<file path="config.mk">
export PLATFORM = sky130hd
export DESIGN_NAME = reg_write_arbiter
export DESIGN_NICKNAME = d
export VERILOG_FILES = /design/src/rtl/reg_write_arbiter.sv
export SDC_FILE = /design/constraint.sdc
export NUM_CORES = 1
export LEC_CHECK = 0
export CORE_MARGIN = 5
export CORE_UTILIZATION = 45
export DETAILED_ROUTE_END_ITERATION = 10
export PLACE_DENSITY_LB_ADDON = 0.08
export REMOVE_ABC_BUFFERS = 1
export SLEW_MARGIN = 20
export SYNTH_ARGS = -nofsm -noshare
export SYNTH_HDL_FRONTEND = slang
export SYNTH_SLANG_ARGS = --single-unit
export TNS_END_PERCENT = 30
</file>
<file path="constraint.sdc">
create_clock -name clk -period 7.7 [get_ports clk]
set_input_delay 1.155 -clock clk [delete_from_list [all_inputs] [get_ports clk]]
set_output_delay 1.155 -clock clk [all_outputs]
set_load 0.005 [all_outputs]
</file>
<file path="src/rtl/reg_write_arbiter.sv">
// Arbitrates host and sequencer writes onto the shared 16-byte sound register bank,
// producing one strobe pulse per write and guarding 4-register banks with per-bank locks.
module reg_write_arbiter #(
  parameter int STROBE_CYCLES = 2,
  parameter int GAP_CYCLES    = 2,
  parameter int LOCK_TIMEOUT  = 4095
) (
  input  logic       clk,
  input  logic       reset,
  input  logic       host_valid,
  input  logic [3:0] host_addr,
  input  logic [7:0] host_data,
  output logic       host_ready,
  input  logic       seq_valid,
  input  logic [3:0] seq_addr,
  input  logic [7:0] seq_data,
  output logic       seq_ready,
  output logic [3:0] out_addr,
  output logic [7:0] out_data,
  output logic       out_strobe,
  output logic       busy,
  output logic [3:0] lock_status,
  output logic [3:0] lock_timeout
);

  typedef enum logic [1:0] {IDLE, ACK, DRIVE, GAP} state_t;

  localparam int TW   = $clog2(LOCK_TIMEOUT + 1);
  localparam int PMAX = (STROBE_CYCLES > GAP_CYCLES) ? STROBE_CYCLES : GAP_CYCLES;
  localparam int CW   = (PMAX > 1) ? $clog2(PMAX + 1) : 1;

  state_t          state;
  logic [CW-1:0]   phase_cnt;
  logic            last_grant;
  logic [3:0]      locked;
  logic [3:0]      owner;
  logic [TW-1:0]   timer [4];

  logic            host_elig, seq_elig, pick_seq, grant;
  logic [3:0]      win_addr;
  logic [7:0]      win_data;
  logic [3:0]      locked_n, owner_n, timeout_n;
  logic [TW-1:0]   timer_n [4];

  // Owner value 1 means sequencer, 0 means host; a port may always write its own bank.
  assign host_elig = host_valid && (!locked[host_addr[3:2]] || !owner[host_addr[3:2]]);
  assign seq_elig  = seq_valid  && (!locked[seq_addr[3:2]]  ||  owner[seq_addr[3:2]]);
  assign pick_seq  = seq_elig && (!host_elig || !last_grant);
  assign grant     = (state == IDLE) && (host_elig || seq_elig);
  assign win_addr  = pick_seq ? seq_addr : host_addr;
  assign win_data  = pick_seq ? seq_data : host_data;
  assign lock_status = locked;

  // A grant's lock action takes priority over the countdown, so a reload masks expiry.
  always_comb begin
    locked_n  = locked;
    owner_n   = owner;
    timeout_n = '0;
    for (int b = 0; b < 4; b++) begin
      timer_n[b] = timer[b];
      if (grant && (win_addr[3:2] == 2'(b))) begin
        case (win_addr[1:0])
          2'd0: begin
            locked_n[b] = 1'b1;
            owner_n[b]  = pick_seq;
            timer_n[b]  = TW'(LOCK_TIMEOUT);
          end
          2'd3: begin
            if (locked[b]) begin
              locked_n[b] = 1'b0;
              timer_n[b]  = '0;
            end
          end
          default: begin
            if (locked[b]) timer_n[b] = TW'(LOCK_TIMEOUT);
          end
        endcase
      end else if (locked[b]) begin
        if (timer[b] == TW'(1) || timer[b] == '0) begin
          locked_n[b]  = 1'b0;
          timer_n[b]   = '0;
          timeout_n[b] = 1'b1;
        end else begin
          timer_n[b] = timer[b] - TW'(1);
        end
      end
    end
  end

  always_ff @(posedge clk) begin
    if (reset) begin
      locked       <= '0;
      owner        <= '0;
      lock_timeout <= '0;
      for (int b = 0; b < 4; b++) timer[b] <= '0;
    end else begin
      locked       <= locked_n;
      owner        <= owner_n;
      lock_timeout <= timeout_n;
      for (int b = 0; b < 4; b++) timer[b] <= timer_n[b];
    end
  end

  // Write sequencing: grant, one-cycle ready, strobe high phase, strobe low gap.
  always_ff @(posedge clk) begin
    if (reset) begin
      state      <= IDLE;
      phase_cnt  <= '0;
      last_grant <= 1'b1;
      host_ready <= 1'b0;
      seq_ready  <= 1'b0;
      out_strobe <= 1'b0;
      busy       <= 1'b0;
      out_addr   <= '0;
      out_data   <= '0;
    end else begin
      host_ready <= 1'b0;
      seq_ready  <= 1'b0;
      case (state)
        IDLE: begin
          if (grant) begin
            out_addr   <= win_addr;
            out_data   <= win_data;
            last_grant <= pick_seq;
            host_ready <= !pick_seq;
            seq_ready  <= pick_seq;
            busy       <= 1'b1;
            state      <= ACK;
          end
        end
        ACK: begin
          out_strobe <= 1'b1;
          phase_cnt  <= '0;
          state      <= DRIVE;
        end
        DRIVE: begin
          if (phase_cnt == CW'(STROBE_CYCLES - 1)) begin
            out_strobe <= 1'b0;
            phase_cnt  <= '0;
            state      <= GAP;
          end else begin
            phase_cnt <= phase_cnt + CW'(1);
          end
        end
        GAP: begin
          if (phase_cnt == CW'(GAP_CYCLES - 1)) begin
            busy  <= 1'b0;
            state <= IDLE;
          end else begin
            phase_cnt <= phase_cnt + CW'(1);
          end
        end
        default: begin
          out_strobe <= 1'b0;
          busy       <= 1'b0;
          state      <= IDLE;
        end
      endcase
    end
  end

endmodule

</file>
==> flow_summary.yaml, run 1 <==
synth:
  post_synth_arst_share_pct: 0
  syn-cell-area_sq_um: 4760
  yosys_most_used_dff: "sky130_fd_sc_hd__dfxtp_1"
  synthesis.area_per_instance_sq_um: 7.88
  flip_flop_and_latch_count_after_synthesis: 81
  postSynthCellCount: 604
  synthDistinctLibCells: 71
  synth_enable_flop_cells: 0
  yosys_warnings: 0
  yosysSeqAreaShare_pct: 34.1
global_route:
  via_count_of_the_first_global_routing_pass: 4490
  global_route.usage.total_pct: 20.0
  grt_overflow: 0
  grt_antenna_before_repair: 0
  wire_length_of_the_first_global_routing_pass_um: 21500
  grt_start_max_net_pins: 68
power:
  fraction_of_power_consumed_by_combinational_cells_pct: 39.7
  intPower_uw: 856
  p_per_area_nw_per_um2: 251
  netSwitchingFraction_pct: 38.5
  seq_power_share_pct: 36.4
  clkPwrFrac_pct: 24.0
  total_power_mw: 1.39
  net-switching-power_uw: 536
  static-leakage-power_nw: 2.08
  ir_drop_mv: 0.107
worst_setup_path:
  timing.critical_path.slowest_cell_delay_ps: 810
  r2r-start: "lock_status[3]"
  worst-setup-path-type: "in -> reg"
  setup.worst_path.start: "host_addr[2]"
  crit_chain: "clkdlybuf4s50_1 -> mux4_2 -> a311oi_4 -> mux2i_1 -> o211ai_1 -> a21boi_2 -> a311oi_1"
  worst-r2r-setup-slack_ps: 4080
  worstSetupEndpointType: "register"
  critPathCapture: "timer[3][10]"
  crit_fanout: 16
  cp-start-kind: "input pin"
  worstPathRequired_ps: 7970
  critical_path.reg2reg.endpoint: "timer[3][10]"
  timing.critical_path.arrival_ps: 4910
  slowest_stage: "sky130_fd_sc_hd__clkdlybuf4s50_1"
  rr_worst_depth: 7
timing:
  grt_setup_unrepaired: "no"
  finalWorstPathRequiredPeriod_ps: 4640
  setup_tns_ps: 0
  setup_viol: 0
  max-slew-margin-rel_pct: 29.2
  worstMarginPinSlew_ps: 1060
  holdWs_ps: 471
  final_hold_viol_count: 0
  slew_violations: 0
  fmax_ghz: 0.216
  final.setup_skew_ps: 13.2
  final.period_utilization_pct: 60.2
  worst_slack_ps: 3060
clock_network:
  cts_tree: "yes"
  clock-sinks: 81
  cts.clk_slew.worst_paths_ps: 90
  cts-buffers-inserted: 9
  post_cts.resized_instances: 0
  clock_tree.buffer_depth: 2
  hold_buffers: 0
  clock_tree.htree_level_count: 3
  clockRootBuffer: "sky130_fd_sc_hd__clkbuf_8"
  cts_setup_buffers: 0
  clk-insertion-delay-late_ps: 370
floorplan:
  core_region_area_sq_um: 10300
  site_rows: 37
  fp.dieArea_sq_um: 12700
  ios: 52
  die_w_um: 113
  start_util_pct: 46.1
  die_height_um: 113
place:
  gp_congestion: 0.872
  numPortBuffers: 51
  placed_instances: 760
  placedInstanceArea_sq_um: 5330
  dp_hpwl_um: 8650
  pre_cts_slack_ps: 2480
layout:
  p_r_area_growth_vs_syn_pct: 16.3
  layout_commonest_cell: "sky130_fd_sc_hd__dfxtp_1"
  layout_common_cells: "sky130_fd_sc_hd__dfxtp_1, sky130_fd_sc_hd__nand2_1, sky130_fd_sc_hd__nor2_1"
  antenna-diode-count: 0
  finish.cell_count_without_fillers: 776
  net_count_final: 681
  fillerInstances: 1006
  fraction_of_layout_instances_using_a_drive_strength_above_1_pct: 6.56
  stdcell_area_sq_um: 5540
  postLayoutCoreUtil_pct: 53.6
min_path:
  min-delay-path-class: "reg -> reg"
detailed_routing:
  routed_wirelength_um: 12700
  post_drt_wl_per_cell_um: 16.4
  first_iter_violations: 401
  drc_viols: 0
  routed-via-count: 4652
  detail_route.vias_per_cell: 5.99
  antenna_left: 0
  1st_pass_router_iterations: 7
outcome:
  status: "finished clean"
flow_run:
  max_cap_violations: 0
how the worst min path moves through the flow:
stage,from,endpoint,slack [ps],cells after the start
floorplan,timer[1][6],timer[1][6],430,2
CTS,timer[1][6],timer[1][6],470,2
finish,timer[1][11],timer[1][11],470,2
detailed placement,timer[1][6],timer[1][6],450,2
global placement,timer[1][11],timer[1][11],450,2
global route,timer[0][11],timer[0][11],490,2
registers in the layout, indices dropped and copies added (netlist names), 2 cells and up:
register,count
timer,48
lock_status,4
lock_timeout,4
phase_cnt,2
state,2
out_data,8
owner,4
out_addr,4
area by class of cell:
cell class                 instances  area [sq um]  area share (%)
clock buffer                      10           138            2.49
tap                              136           170            3.07
timing repair buffer              55           536            9.67
multi-input combinational        448          2860            51.6
clock inverter                     6          65.1            1.18
sequential                        81          1620            29.3
inverter                          40           150            2.71
Yosys cell counts, types with 3 or more instances:
library cell | n | area share, %
sky130_fd_sc_hd__dfxtp_1 | 81 | 34
sky130_fd_sc_hd__nand2_1 | 79 | 6.2
sky130_fd_sc_hd__nor2_1 | 55 | 4.3
sky130_fd_sc_hd__a21oi_1 | 54 | 5.7
sky130_fd_sc_hd__inv_1 | 40 | 3.2
sky130_fd_sc_hd__o32ai_1 | 28 | 5.1
sky130_fd_sc_hd__clkbuf_1 | 24 | 1.9
sky130_fd_sc_hd__a31oi_1 | 23 | 3.0
sky130_fd_sc_hd__nor3_1 | 23 | 2.4
sky130_fd_sc_hd__ha_1 | 18 | 4.7
sky130_fd_sc_hd__a311oi_1 | 17 | 3.1
sky130_fd_sc_hd__nand3_1 | 12 | 1.3
sky130_fd_sc_hd__a211oi_1 | 10 | 1.6
sky130_fd_sc_hd__o21ai_0 | 10 | 1.1
sky130_fd_sc_hd__buf_2 | 7 | 0.74
sky130_fd_sc_hd__nor4_1 | 7 | 0.92
sky130_fd_sc_hd__a22oi_1 | 6 | 0.95
sky130_fd_sc_hd__and2_1 | 6 | 0.79
sky130_fd_sc_hd__mux2i_1 | 6 | 1.3
sky130_fd_sc_hd__nand2b_1 | 6 | 0.79
sky130_fd_sc_hd__and3_1 | 5 | 0.66
sky130_fd_sc_hd__nor2b_1 | 5 | 0.66
sky130_fd_sc_hd__o211ai_1 | 5 | 0.79
sky130_fd_sc_hd__o21ai_1 | 5 | 0.53
sky130_fd_sc_hd__o22ai_1 | 5 | 0.66
sky130_fd_sc_hd__or3_1 | 4 | 0.53
sky130_fd_sc_hd__or2_2 | 3 | 0.39
metal layers:
layer  vias up  GRT usage [%]  part of all wire, %
met5         -              0                    0
met4         0           8.57                  1.7
met3        16           2.89                  5.5
met2       129           32.3                   45
met1      2192           26.8                   48
li1       2315              -                    -
kinds of logic after synthesis:
family	share of synthesized area (%)
buffers and inverters	6.33
flip-flops	34.1
AND/OR/NAND/NOR	21.9
adder cells (fa/ha/maj)	4.73
AO/OA/AOI/OAI	30.3
multiplexers	2.68
power by group through the flow:
| stage | clock, mW | combinational, mW | sequential, mW |
|---|---|---|---|
| finish | 0.334 | 0.552 | 0.506 |
| global route | 0.360 | 0.618 | 0.515 |
| CTS | 0.339 | 0.552 | 0.506 |
| detailed placement | 0 | 0.548 | 0.516 |
| global placement | 0 | 0.539 | 0.514 |
| floorplan | 0 | 0.371 | 0.510 |
worst max-delay path: cells and delay by family:
kind | cells | cell delay, ps
compound gates | 4 | 1550
mux | 2 | 1390
buf+inv | 1 | 810
(Power assumes the default switching activity.)
==> inputs of run 2 (changes only) <==
Clock period 7.7 ns to 4.34 ns, I/O delays scaled along.
==> run 2 against run 1 <==
Sequential cell count unchanged. Total power grew 86%. Sequential power rose by 77%. Critical path depth rose by 1. Combinational power up 80%. Clock-buffer cell count unchanged. Largest power group unchanged. Critical path type unchanged. Die area is the same. Clock skew is essentially flat. Non-clock buffer count increased by 7. Worst setup slack got worse by 2400 ps.
==> flow_summary.yaml, run 2 (synthesis results as in run 1) <==
outcome:
  status: "finished clean"
place:
  dp_hpwl_um: 8780
  gp_congestion: 0.883
  pre_cts_slack_ps: 314
  numPortBuffers: 51
worst_setup_path:
  levels_on_crit_path: 8
  critPathCapture: "timer[1][8]"
  cp-start-kind: "input pin"
  crit_chain: "clkdlybuf4s50_1 -> or4bb_1 -> and3_1 -> o211ai_2 -> o22ai_1 -> a21boi_2 -> a31oi_1 -> o32ai_1"
  worstSetupEndpointType: "register"
  worstPathRequired_ps: 4600
  crit_buf_inv: 1
  crit_fanout: 17
  cpLargestDelayFamily: "compound AO/OA/AOI/OAI gates"
  worst-r2r-setup-slack_ps: 970
  timing.critical_path.slowest_cell_delay_ps: 790
  rr_worst_depth: 7
  slowest_stage: "sky130_fd_sc_hd__clkdlybuf4s50_1"
  critical_path.reg2reg.endpoint: "timer[1][8]"
  timing.critical_path.arrival_ps: 3950
  worst-setup-path-type: "in -> reg"
  r2r-start: "lock_status[3]"
  setup.worst_path.start: "seq_addr[2]"
floorplan:
  site_rows: 37
  ios: 52
  start_util_pct: 46.1
  fp.dieArea_sq_um: 12700
  core_region_area_sq_um: 10300
  die_height_um: 113
  die_w_um: 113
global_route:
  wire_length_of_the_first_global_routing_pass_um: 21700
  via_count_of_the_first_global_routing_pass: 4453
  global_route.usage.total_pct: 20.1
  grt_overflow: 0
  grt_start_max_net_pins: 67
  grt_antenna_before_repair: 0
detailed_routing:
  post_drt_wl_per_cell_um: 16.7
  antenna_left: 0
  drc_viols: 0
  detail_route.vias_per_cell: 6.10
  first_iter_violations: 520
  routed-via-count: 4778
  routed_wirelength_um: 13100
  1st_pass_router_iterations: 5
clock_network:
  cts-buffers-inserted: 9
  clockRootBuffer: "sky130_fd_sc_hd__clkbuf_8"
  cts_tree: "yes"
  clock_tree.htree_level_count: 3
  cts.clk_slew.worst_paths_ps: 80
  clock-sinks: 81
  clk-insertion-delay-late_ps: 370
  post_cts.resized_instances: 0
  hold_buffers: 0
  cts_setup_buffers: 0
  clock_tree.buffer_depth: 2
layout:
  largest_register_ff_count: 48
  registers_with_the_most_flip_flops: "timer: 48 flops, out_data: 8 flops"
  layout_common_cells: "sky130_fd_sc_hd__dfxtp_1, sky130_fd_sc_hd__nand2_1, sky130_fd_sc_hd__nor2_1"
  largest_register: "timer"
  fraction_of_layout_instances_using_a_drive_strength_above_1_pct: 7.57
  p_r_area_growth_vs_syn_pct: 18.2
  net_count_final: 688
  antenna-diode-count: 0
  layout_commonest_cell: "sky130_fd_sc_hd__dfxtp_1"
  fillerInstances: 958
timing:
  final.period_utilization_pct: 84.9
  setup_viol: 0
  finalWorstPathRequiredPeriod_ps: 3680
  fmax_ghz: 0.271
  final_hold_viol_count: 0
  grt_setup_unrepaired: "no"
  slew_violations: 0
  worstMarginPinSlew_ps: 1030
  final.setup_skew_ps: 12.8
  setup_tns_ps: 0
  worst_slack_ps: 655
  max-slew-margin-rel_pct: 30.8
power:
  ir_drop_mv: 0.213
  p_per_area_nw_per_um2: 460
  static-leakage-power_nw: 2.13
flow_run:
  max_cap_violations: 0
min_path:
  min-delay-path-class: "reg -> reg"
run 2: worst min path at each step:
stage	from	endpoint	slack, ps	cells past startpoint
floorplan	timer[1][6]	timer[1][6]	430	2
global placement	timer[1][6]	timer[1][6]	450	2
detailed placement	timer[1][6]	timer[1][6]	450	2
CTS	timer[1][6]	timer[1][6]	460	2
global route	timer[1][11]	timer[1][11]	490	2
finish	timer[1][6]	timer[1][6]	470	2
run 2: metrics by stage:
stage               hold WS, ps  cell area [sq um]  std cells  total power, mW  util [%]
floorplan                   433               4610        569             1.56         -
global placement            445               5380        767             1.88      52.1
detailed placement          452               5380        767             1.90      52.1
CTS                         463               5630        783             2.60      54.5
global route                486               5630        783             2.76      54.5
finish                      466               5630        783             2.59      54.5
run 2: final cells by class:
class                           count  area, sq um  area share (%)
Multi-Input combinational cell    448         2850            50.6
Sequential cell                    81         1620            28.8
Tap cell                          136          170            3.02
Timing Repair Buffer               62          588            10.4
Inverter                           40          150            2.67
Clock buffer                       10          138            2.44
Clock inverter                      6          114            2.02
run 2: tightest hold or removal path, cell delays in order (launching register included):
cell                      delay, ps
sky130_fd_sc_hd__dfxtp_1        310
sky130_fd_sc_hd__nand2_1         50
sky130_fd_sc_hd__o32ai_1         60
run 2: report_power, final:
part / switching [mW] / internal [mW]
clock: 0.300 / 0.400
combinational: 0.588 / 0.408
sequential: 0.0637 / 0.832
total: 0.952 / 1.64
run 2: layer usage:
metal | vias to the layer above | wire, um | global-route usage (%)
met4 | 0 | 206 | 7.61
met2 | 173 | 5950 | 31.6
met5 | - | 0 | 0
met1 | 2262 | 6150 | 27.7
li1 | 2327 | - | -
met3 | 16 | 746 | 3.16
==> inputs of run 3 (changes only) <==
Clock period 4.34 ns to 3.3 ns, I/O delays scaled along.
==> run 3 against run 2 <==
Sequential power rose by 32%. Worst setup slack worse by 480 ps. Highest routed layer unchanged. Clock power up 19%. Hold slack is essentially flat. Critical endpoint is now timer[2][1].
==> flow_summary.yaml, run 3 (synthesis results as in run 1) <==
worst_setup_path:
  worst-setup-path-type: "in -> reg"
  crit_fanout: 12
  critical_path.reg2reg.endpoint: "timer[2][1]"
  setup.worst_path.start: "seq_addr[2]"
  timing.critical_path.arrival_ps: 3400
  crit_buf_inv: 2
  critPathCapture: "timer[2][1]"
  crit_chain: "clkdlybuf4s50_1 -> or4bb_1 -> and3_1 -> o211ai_2 -> buf_4 -> mux2i_1 -> nor2_1 -> nor2_1 -> a221oi_1"
  worstPathRequired_ps: 3570
  slowest_stage: "sky130_fd_sc_hd__nor2_1"
  critical_path.most_common_cell: "sky130_fd_sc_hd__nor2_1"
  rr_worst_depth: 8
  r2r-start: "lock_status[0]"
  worst-r2r-setup-slack_ps: 340
  cp-start-kind: "input pin"
  cpLargestDelayFamily: "simple AND/OR/NAND/NOR gates"
  worstSetupEndpointType: "register"
  timing.critical_path.slowest_cell_delay_ps: 650
  levels_on_crit_path: 9
timing:
  fmax_ghz: 0.320
  setup_viol: 0
  slew_violations: 0
  finalWorstPathRequiredPeriod_ps: 3120
  max-slew-margin-rel_pct: 27.9
  final.period_utilization_pct: 94.7
  final_hold_viol_count: 0
  worst_slack_ps: 176
  grt_setup_unrepaired: "no"
  final.setup_skew_ps: 9.15
  worstMarginPinSlew_ps: 1080
global_route:
  wire_length_of_the_first_global_routing_pass_um: 22100
  grt_start_max_net_pins: 67
  grt_antenna_before_repair: 0
  via_count_of_the_first_global_routing_pass: 4626
  grt_overflow: 0
  global_route.usage.total_pct: 20.8
detailed_routing:
  antenna_left: 0
  first_iter_violations: 460
  routed-via-count: 4834
  drc_viols: 0
  post_drt_wl_per_cell_um: 16.1
  routed_wirelength_um: 13100
  1st_pass_router_iterations: 5
  detail_route.vias_per_cell: 5.95
clock_network:
  post_cts.resized_instances: 0
  clockRootBuffer: "sky130_fd_sc_hd__clkbuf_8"
  cts_tree: "yes"
  clk-insertion-delay-late_ps: 360
  clock_tree.buffer_depth: 2
  clock_tree.htree_level_count: 3
  clock-sinks: 81
  cts-buffers-inserted: 9
  cts_setup_buffers: 0
  hold_buffers: 0
  cts.clk_slew.worst_paths_ps: 80
floorplan:
  die_height_um: 113
  start_util_pct: 46.1
  site_rows: 37
  ios: 52
  fp.dieArea_sq_um: 12700
  die_w_um: 113
  core_region_area_sq_um: 10300
layout:
  largest_register: "timer"
  p_r_area_growth_vs_syn_pct: 23.0
  multiInputGateArea_sq_um: 2850
  largest_register_ff_count: 48
  fraction_of_layout_instances_using_a_drive_strength_above_1_pct: 11.1
  fillerInstances: 937
  finish.cell_count_without_fillers: 812
  layout_commonest_cell: "sky130_fd_sc_hd__dfxtp_1"
  postLayoutCoreUtil_pct: 56.7
  registers_with_the_most_flip_flops: "timer: 48 flops, out_data: 8 flops"
  layout_common_cells: "sky130_fd_sc_hd__dfxtp_1, sky130_fd_sc_hd__nand2_1, sky130_fd_sc_hd__nor2_1"
  seqCellArea_sq_um: 1620
  net_count_final: 717
  antenna-diode-count: 0
power:
  ir_drop_mv: 0.287
  static-leakage-power_nw: 2.28
  p_per_area_nw_per_um2: 583
  total_power_mw: 3.41
place:
  gp_congestion: 0.888
  dp_hpwl_um: 9260
  placed_instances: 796
  pre_cts_slack_ps: -175
  numPortBuffers: 51
flow_run:
  max_cap_violations: 0
outcome:
  status: "finished clean"
min_path:
  min-delay-path-class: "reg -> reg"
==> run 3: changes by cell type in the layout (fill, tap and decap cells not counted) <==
| cell | delta |
|---|---|
| sky130_fd_sc_hd__clkinvlp_4 | -2 |
| sky130_fd_sc_hd__clkbuf_8 | +1 |
| sky130_fd_sc_hd__inv_6 | -1 |
| sky130_fd_sc_hd__buf_12 | +3 |
| sky130_fd_sc_hd__clkbuf_1 | +3 |
| sky130_fd_sc_hd__buf_4 | +26 |
| sky130_fd_sc_hd__bufinv_16 | -1 |
==> run 3: worst min path at each step <==
stage | startpoint | end | slack [ps] | cells past startpoint
after detailed placement | timer[0][11] | timer[0][11] | 450 | 2
final | timer[0][11] | timer[0][11] | 470 | 2
after global routing | timer[1][6] | timer[1][6] | 500 | 2
after CTS | timer[0][11] | timer[0][11] | 470 | 2
after floorplan | timer[1][6] | timer[1][6] | 430 | 2
after global placement | timer[0][11] | timer[0][11] | 450 | 2
==> run 3: layout make-up <==
class / count / area share (%)
clock inverters: 2 / 1.03
multi-input cells: 448 / 48.6
flip-flops and latches: 81 / 27.7
repair buffers: 91 / 14.4
inverters: 40 / 2.56
well taps: 136 / 2.91
clock buffers: 14 / 2.78
==> run 3: layer usage <==
| layer | up-vias | part of all wire (%) | track usage (%) |
|---|---|---|---|
| li1 | 2388 | - | - |
| met1 | 2291 | 47 | 27.3 |
| met2 | 141 | 46 | 34.6 |
| met3 | 14 | 5.5 | 4.22 |
| met4 | 0 | 1.1 | 5.85 |
| met5 | - | 0 | 0 |
==> run 3: tightest hold or removal path, cell delays in order (launching register included) <==
cell                      delay (ps)
sky130_fd_sc_hd__dfxtp_1         320
sky130_fd_sc_hd__nand2_1          50
sky130_fd_sc_hd__o32ai_1          50
==> run 3: per-stage QoR <==
| step | instance area (sq um) | hold WS, ps | TNS [ps] |
|---|---|---|---|
| final | 5860 | 466 | 0 |
| after CTS | 5860 | 467 | 0 |
| after global placement | 5630 | 445 | -546 |
| after detailed placement | 5630 | 455 | -1230 |
| after global routing | 5860 | 497 | 0 |
| after floorplan | 4610 | 433 | -4560 |
==> run 3: report_power, final <==
group          internal (mW)  switching, mW
logic                  0.615          0.785
registers               1.09         0.0820
clock network          0.469          0.365
